==> src/rtl/irq_dispatch_master_if.sv <==
`default_nettype none
// ============================================================================
// Module   : irq_dispatch_master_if
// Brief    : Register-bus bundle between the IRQ dispatcher and the
//            interrupt controller's enable/ack/pending registers.
// Revision : 1.0 - initial release
// ============================================================================
interface irq_dispatch_master_if #(
   parameter int ADDR_WIDTH = 5,
   parameter int DATA_WIDTH = 32
);
   logic                  m_read;
   logic                  m_write;
   logic [ADDR_WIDTH-1:0] m_address;
   logic [DATA_WIDTH-1:0] m_write_data;
   logic [DATA_WIDTH-1:0] m_read_data;
   logic                  m_access_complete;

   modport master (
      output m_read,
      output m_write,
      output m_address,
      output m_write_data,
      input  m_read_data,
      input  m_access_complete
   );

   modport slave (
      input  m_read,
      input  m_write,
      input  m_address,
      input  m_write_data,
      output m_read_data,
      output m_access_complete
   );
endinterface
`default_nettype wire

==> src/rtl/irq_dispatch_master.sv <==
`default_nettype none
// ============================================================================
// Module   : irq_dispatch_master
// Brief    : Enables all lines at start-up, then drains the pending register
//            one vector at a time (lowest index first), acking each.
// Revision : 1.0 - initial release
// ============================================================================
module irq_dispatch_master #(
   parameter int                    INTR_WIDTH      = 8,
   parameter int                    ADDR_WIDTH      = 5,
   parameter int                    DATA_WIDTH      = 32,
   parameter bit                    IRQ_ACTIVESTATE = 1'b1,
   parameter logic [INTR_WIDTH-1:0] ENABLE_INIT     = {INTR_WIDTH{1'b1}},
   parameter int                    TIMEOUT         = 15,
   localparam int                   c_ID_WIDTH      = (INTR_WIDTH > 1) ? $clog2(INTR_WIDTH) : 1
) (
   input  logic                  clk,
   input  logic                  reset,
   input  logic                  irq_in,
   irq_dispatch_master_if.master bus,
   output logic                  vec_valid,
   output logic [c_ID_WIDTH-1:0] vec_id,
   input  logic                  vec_ready,
   output logic                  busy,
   output logic                  bus_error
);

   localparam logic [2:0] c_INIT_WR  = 3'd0;
   localparam logic [2:0] c_IDLE     = 3'd1;
   localparam logic [2:0] c_RD_PEND  = 3'd2;
   localparam logic [2:0] c_DISPATCH = 3'd3;
   localparam logic [2:0] c_WR_ACK   = 3'd4;

   localparam logic [ADDR_WIDTH-1:0] c_ADDR_ENABLE = ADDR_WIDTH'(0);
   localparam logic [ADDR_WIDTH-1:0] c_ADDR_ACK    = ADDR_WIDTH'(4);
   localparam logic [ADDR_WIDTH-1:0] c_ADDR_PEND   = ADDR_WIDTH'(8);
   localparam logic [7:0]            c_TIMEOUT     = 8'(TIMEOUT);

   logic [2:0]            r_state;
   logic [7:0]            r_wait;
   logic                  r_req;
   logic                  r_bus_error;
   logic [c_ID_WIDTH-1:0] r_vec_id;

   logic [INTR_WIDTH-1:0] w_pend;
   logic [c_ID_WIDTH-1:0] w_low_id;
   logic                  w_bus_state;
   logic                  w_done;
   logic                  w_timeout;
   logic                  w_req_set;
   logic                  w_req_clr;
   logic                  w_rd;
   logic                  w_wr;
   logic [ADDR_WIDTH-1:0] w_addr;
   logic [DATA_WIDTH-1:0] w_wdata;
   logic                  w_unused_rd;

   assign w_pend      = bus.m_read_data[INTR_WIDTH-1:0];
   assign w_unused_rd = ^bus.m_read_data;

   // Scan downward so the lowest set bit is the last (winning) assignment.
   always_comb begin
      w_low_id = '0;
      for (int i = INTR_WIDTH - 1; i >= 0; i--) begin
         if (w_pend[i]) begin
            w_low_id = c_ID_WIDTH'(i);
         end
      end
   end

   assign w_bus_state = (r_state == c_INIT_WR) || (r_state == c_RD_PEND) ||
                        (r_state == c_WR_ACK);
   assign w_done      = w_bus_state && bus.m_access_complete;
   // Completion on the last allowed cycle still wins over the timeout.
   assign w_timeout   = w_bus_state && !bus.m_access_complete && (r_wait >= c_TIMEOUT);
   assign w_req_set   = (irq_in == IRQ_ACTIVESTATE);
   assign w_req_clr   = w_timeout || ((r_state == c_RD_PEND) && w_done && (w_pend == '0));

   always_ff @(posedge clk) begin
      if (reset) begin
         r_state     <= c_INIT_WR;
         r_wait      <= 8'd0;
         r_req       <= 1'b0;
         r_bus_error <= 1'b0;
         r_vec_id    <= '0;
      end else begin
         r_req       <= w_req_set | (r_req & ~w_req_clr);
         r_bus_error <= w_timeout;
         r_wait      <= 8'd0;
         if (w_bus_state && !w_done && !w_timeout) begin
            r_wait <= r_wait + 8'd1;
         end
         if (w_timeout) begin
            r_state <= c_IDLE;
         end else begin
            case (r_state)
               c_INIT_WR: begin
                  if (w_done) r_state <= c_IDLE;
               end
               c_IDLE: begin
                  if (r_req) r_state <= c_RD_PEND;
               end
               c_RD_PEND: begin
                  if (w_done) begin
                     if (w_pend == '0) begin
                        r_state <= c_IDLE;
                     end else begin
                        r_state  <= c_DISPATCH;
                        r_vec_id <= w_low_id;
                     end
                  end
               end
               c_DISPATCH: begin
                  if (vec_ready) r_state <= c_WR_ACK;
               end
               c_WR_ACK: begin
                  // Re-read pending so remaining lines drain without a new irq.
                  if (w_done) r_state <= c_RD_PEND;
               end
               default: r_state <= c_IDLE;
            endcase
         end
      end
   end

   // Strobes decode straight from state; gating with reset aborts an access at once.
   always_comb begin
      w_rd    = 1'b0;
      w_wr    = 1'b0;
      w_addr  = '0;
      w_wdata = '0;
      if (!reset) begin
         case (r_state)
            c_INIT_WR: begin
               w_wr    = 1'b1;
               w_addr  = c_ADDR_ENABLE;
               w_wdata = DATA_WIDTH'(ENABLE_INIT);
            end
            c_RD_PEND: begin
               w_rd   = 1'b1;
               w_addr = c_ADDR_PEND;
            end
            c_WR_ACK: begin
               w_wr    = 1'b1;
               w_addr  = c_ADDR_ACK;
               w_wdata = DATA_WIDTH'(1) << r_vec_id;
            end
            default: begin
               w_rd = 1'b0;
            end
         endcase
      end
   end

   assign bus.m_read       = w_rd;
   assign bus.m_write      = w_wr;
   assign bus.m_address    = w_addr;
   assign bus.m_write_data = w_wdata;

   assign vec_valid = !reset && (r_state == c_DISPATCH);
   assign vec_id    = vec_valid ? r_vec_id : '0;
   assign busy      = !reset && (r_state != c_IDLE);
   assign bus_error = !reset && r_bus_error;

endmodule
`default_nettype wire

==> src/flat_wrapper.sv <==
// flat-port wrapper written by rule: the top's interface ports become plain ports
module irq_dispatch_master_flat 
#(
   parameter int                    INTR_WIDTH      = 8,
   parameter int                    ADDR_WIDTH      = 5,
   parameter int                    DATA_WIDTH      = 32,
   parameter bit                    IRQ_ACTIVESTATE = 1'b1,
   parameter logic [INTR_WIDTH-1:0] ENABLE_INIT     = {INTR_WIDTH{1'b1}},
   parameter int                    TIMEOUT         = 15,
   localparam int                   c_ID_WIDTH      = (INTR_WIDTH > 1) ? $clog2(INTR_WIDTH) : 1
)
  (clk, reset, irq_in, vec_valid, vec_id, vec_ready, busy, bus_error, bus_m_read, bus_m_write, bus_m_address, bus_m_write_data, bus_m_read_data, bus_m_access_complete);
  irq_dispatch_master_if #(.ADDR_WIDTH(ADDR_WIDTH), .DATA_WIDTH(DATA_WIDTH)) bus_i ();
  input  logic clk;
  input  logic reset;
  input  logic irq_in;
  output logic vec_valid;
  output logic [c_ID_WIDTH-1:0] vec_id;
  input  logic vec_ready;
  output logic busy;
  output logic bus_error;
  output wire logic [$bits(bus_i.m_read)-1:0] bus_m_read;
  output wire logic [$bits(bus_i.m_write)-1:0] bus_m_write;
  output wire logic [$bits(bus_i.m_address)-1:0] bus_m_address;
  output wire logic [$bits(bus_i.m_write_data)-1:0] bus_m_write_data;
  input wire logic [$bits(bus_i.m_read_data)-1:0] bus_m_read_data;
  input wire logic [$bits(bus_i.m_access_complete)-1:0] bus_m_access_complete;
  assign bus_m_read = bus_i.m_read;
  assign bus_m_write = bus_i.m_write;
  assign bus_m_address = bus_i.m_address;
  assign bus_m_write_data = bus_i.m_write_data;
  assign bus_i.m_read_data = bus_m_read_data;
  assign bus_i.m_access_complete = bus_m_access_complete;
  irq_dispatch_master #(.INTR_WIDTH(INTR_WIDTH), .ADDR_WIDTH(ADDR_WIDTH), .DATA_WIDTH(DATA_WIDTH), .IRQ_ACTIVESTATE(IRQ_ACTIVESTATE), .ENABLE_INIT(ENABLE_INIT), .TIMEOUT(TIMEOUT)) u_core (.clk(clk), .reset(reset), .irq_in(irq_in), .bus(bus_i), .vec_valid(vec_valid), .vec_id(vec_id), .vec_ready(vec_ready), .busy(busy), .bus_error(bus_error));
endmodule
==> config.mk <==
export PLATFORM = sky130hd
export DESIGN_NAME = irq_dispatch_master_flat
export DESIGN_NICKNAME = d
export VERILOG_FILES = /design/src/rtl/irq_dispatch_master_if.sv /design/src/rtl/irq_dispatch_master.sv /design/src/flat_wrapper.sv
export SDC_FILE = /design/constraint.sdc
export NUM_CORES = 1
export LEC_CHECK = 0
export CAP_MARGIN = 20
export CORE_MARGIN = 2
export CORE_UTILIZATION = 36
export CTS_CLUSTER_DIAMETER = 30
export DETAILED_ROUTE_END_ITERATION = 7
export GPL_TIMING_DRIVEN = 0
export PLACE_DENSITY_LB_ADDON = 0.12
export SLEW_MARGIN = 20
export SYNTH_ARGS = -nofsm -noshare
export SYNTH_HDL_FRONTEND = slang
export SYNTH_SLANG_ARGS = --single-unit
==> constraint.sdc <==
create_clock -name clk -period 4.3 [get_ports clk]
set_clock_uncertainty 0.05 [all_clocks]
set_input_delay 1.29 -clock clk [delete_from_list [all_inputs] [get_ports clk]]
set_output_delay 1.29 -clock clk [all_outputs]
set_load 0.1 [all_outputs]
==> metrics.yaml <==
routing:
  ant_nets: 0
  viasPerCell: 4.414
  firstDrtPassIters: 6
  avgRoutedWirePerCell_um: 9.647
  drc: 7
  vias: 1024
  drt-initial-drc-count: 22
  routed_wl_um: 2238
clocking:
  cts_root_buffer: "clkbuf_4"
  htree_levels: 1
  cts_made_buffers: 3
  insertion_delay_ps: 280
  clk_pin_slew_worst_paths_ps: 90
  clock_sinks: 16
  clockBufferDepth: 2
  cts_tree: "done"
  cts.hold.buffers_added: 0
synthesis:
  yosys_warnings: 0
  synth.most_common_cell: "buf_4"
  synth_edf_count: 0
  ys.flop_type: "dfxtp_1"
  yosysSeqAreaShare_pct: 29.43
  synthTopCellsByArea: "dfxtp_1 29%, buf_4 20%, a21oi_1 6.9%"
  synthCells: 138
  yosys.area.top_type: "dfxtp_1"
  syn-cell-area_um2: 1089
  synth.top_cell.area_share_pct: 29.43
  ys_ff_latch: 16
  synth_common_cells: "29 x buf_4, 16 x dfxtp_1, 15 x a21oi_1, 14 x nor2_1"
  avgSynthCellArea_um2: 7.888
  ys_types: 40
  async_flop_share_pct: 0
cells_and_area:
  n_fill_cell: 263
  final_area_um2: 1587
  diodes: 0
  seq_area_um2: 320.3
  multiInputGateArea_um2: 624.3
  nets: 240
  drive_above_1_share_pct: 29.85
  syn2layout_area_growth_pct: 45.75
critical_path:
  required_ps: 2960
  slowest_delay_ps: 860
  critical_path.startpoint: "reset"
  r2r-end: "u_core.r_state[2]"
  r2r_start: "u_core.r_wait[4]"
  cp_cell_sequence: "clkbuf_1, inv_1, and4_2, dlygate4sd2_1"
  path_class: "in -> out"
  crit_path_end: "vec_valid"
  crit_arrival_ps: 2860
  crit_path_start_kind: "input port"
  regToRegSetupSlack_ps: 2840
  critPathCaptureType: "output port"
  cp_max_fo: 10
  r2r_cells: 4
  cpMaxStageDelayCell: "dlygate4sd2_1"
pwr:
  p_clk_share_pct: 17.5
  total_power_uw: 548.1
  p_leak_uw: 0.0007208
  switching_power_uw: 280.5
  combPwrFrac_pct: 53.4
  vdd_drop_max_mv: 0.2006
  p_sw_share_pct: 51.19
  seq_power_share_pct: 29.0
  power.internal_uw: 267.5
  power.density_nw_per_um2: 345.4
die:
  pin_count: 82
  rows: 19
  fp.coreArea_um2: 2805
  die_w_um: 58.99
  die_height_um: 58.99
  dieArea_um2: 3480
  start_util_pct: 38.80
global_routing:
  grt_max_degree: 11
  grt_usage_pct: 12.51
  grt_pass1_vias: 836
  overflow: 0
  antenna_found_initial: 0
  grt_pass1_wl_um: 3477
run:
  max_cap_violations: 0
worst_hold_path:
  hold_class: "reg -> reg"
timing:
  finalHoldViolCount: 0
  fin_ws_ps: 103.6
  fmax_mhz: 238.3
  slew_headroom_pct: 34.92
  drv_slew: 0
  layout_min_cycle_time_ps: 4196
  finalSetupViolations: 0
  hold_slack_ps: 406.1
  rsz0062_at_grt: "false"
  worstMarginPinSlew_ps: 973.2
  fin_crit_sh_pct: 97.59
  setup-tns-final_ps: 0
placement:
  pre_cts_ws_ps: -439.6
  place_area_um2: 1535
  hpwl_um: 1838
  place.port_buffers: 29
  place_congestion: 0.8213
run_status:
  status: "complete, but fails checks"
  violations: "DRC"
==> per-layer routing <==
layer / track usage (%) / routed length (µm) / vias up
li1: - / - / 540
met1: 15.14 / 940 / 446
met2: 22.54 / 1133 / 36
met3: 2.183 / 158 / 2
met4: 3.571 / 6 / 0
met5: 0 / 0 / -
==> registers in the layout (all words and copies together), names as in the netlist <==
signal              count
u_core.r_bus_error      1
u_core.r_req            1
u_core.r_state          3
u_core.r_vec_id         3
u_core.r_wait           8
==> what timing repair did <==
item / in CTS / in global routing
endpoints found under the setup margin: 14 / 0
buffers inserted: 0 / 0
gates resized for setup: 40 / 0
==> final cells by class <==
type	count	area share, %
Sequential cell	16	20.19
Clock buffer	4	2.287
Tap cell	31	2.445
Multi-Input combinational cell	112	39.35
Timing Repair Buffer	29	19.24
Buffer	34	15.06
Inverter	6	1.420
==> logic make-up (layout without fill, tap and decap cells) <==
| family | after synthesis | count (layout) | synth area share [%] |
|---|---|---|---|
| AOI/OAI and AO/OA | 27 | 27 | 16.55 |
| xor gates and xnor gates | 2 | 2 | 1.609 |
| DFF | 16 | 16 | 29.43 |
| adders and majority gates | 1 | 1 | 1.149 |
| buffers and inverters | 40 | 73 | 24.02 |
| other | 1 | 31 | 0.3445 |
| and+or+nand+nor | 51 | 51 | 26.90 |
==> power by group through the flow <==
stage	Clock [µW]	Combinational, µW	Sequential, µW
finish	96.1	293	159
global route	107	303	160
floorplan	0	251	161
CTS	99.7	291	159
global placement	0	293	162
detailed placement	0	294	162
==> worst min path at each step <==
stage	from	to	slack [ps]	depth (start not counted)
after global routing	u_core.r_wait[0]	u_core.r_wait[0]	420	1
after detailed placement	u_core.r_wait[0]	u_core.r_wait[0]	390	1
final	u_core.r_wait[0]	u_core.r_wait[0]	410	1
after CTS	u_core.r_wait[0]	u_core.r_wait[0]	410	1
after floorplan	u_core.r_wait[0]	u_core.r_wait[0]	370	1
after global placement	u_core.r_wait[0]	u_core.r_wait[0]	380	1
==> through the flow <==
stage / utilization [%] / cells
floorplan: - / 168
global placement: 54.73 / 228
detailed placement: 54.73 / 228
CTS: 56.56 / 232
global route: 56.56 / 232
finish: 56.56 / 232
==> critical path: cells and delay by family <==
kind	cells	cell delay, ps
simple gates	1	280
buf+inv	3	1280
==> cell usage in the layout, fill, tap and decap left out, types with 5 or more instances in the layout <==
cell and count:
inv_1 6, nor2_1 14, conb_1 31, clkdlybuf4s15_2 13, dfxtp_1 16, a21oi_1 15, nand2_1 6, buf_4 29
nand3_1 5, clkdlybuf4s50_1 15
(Power assumes the default switching activity.)
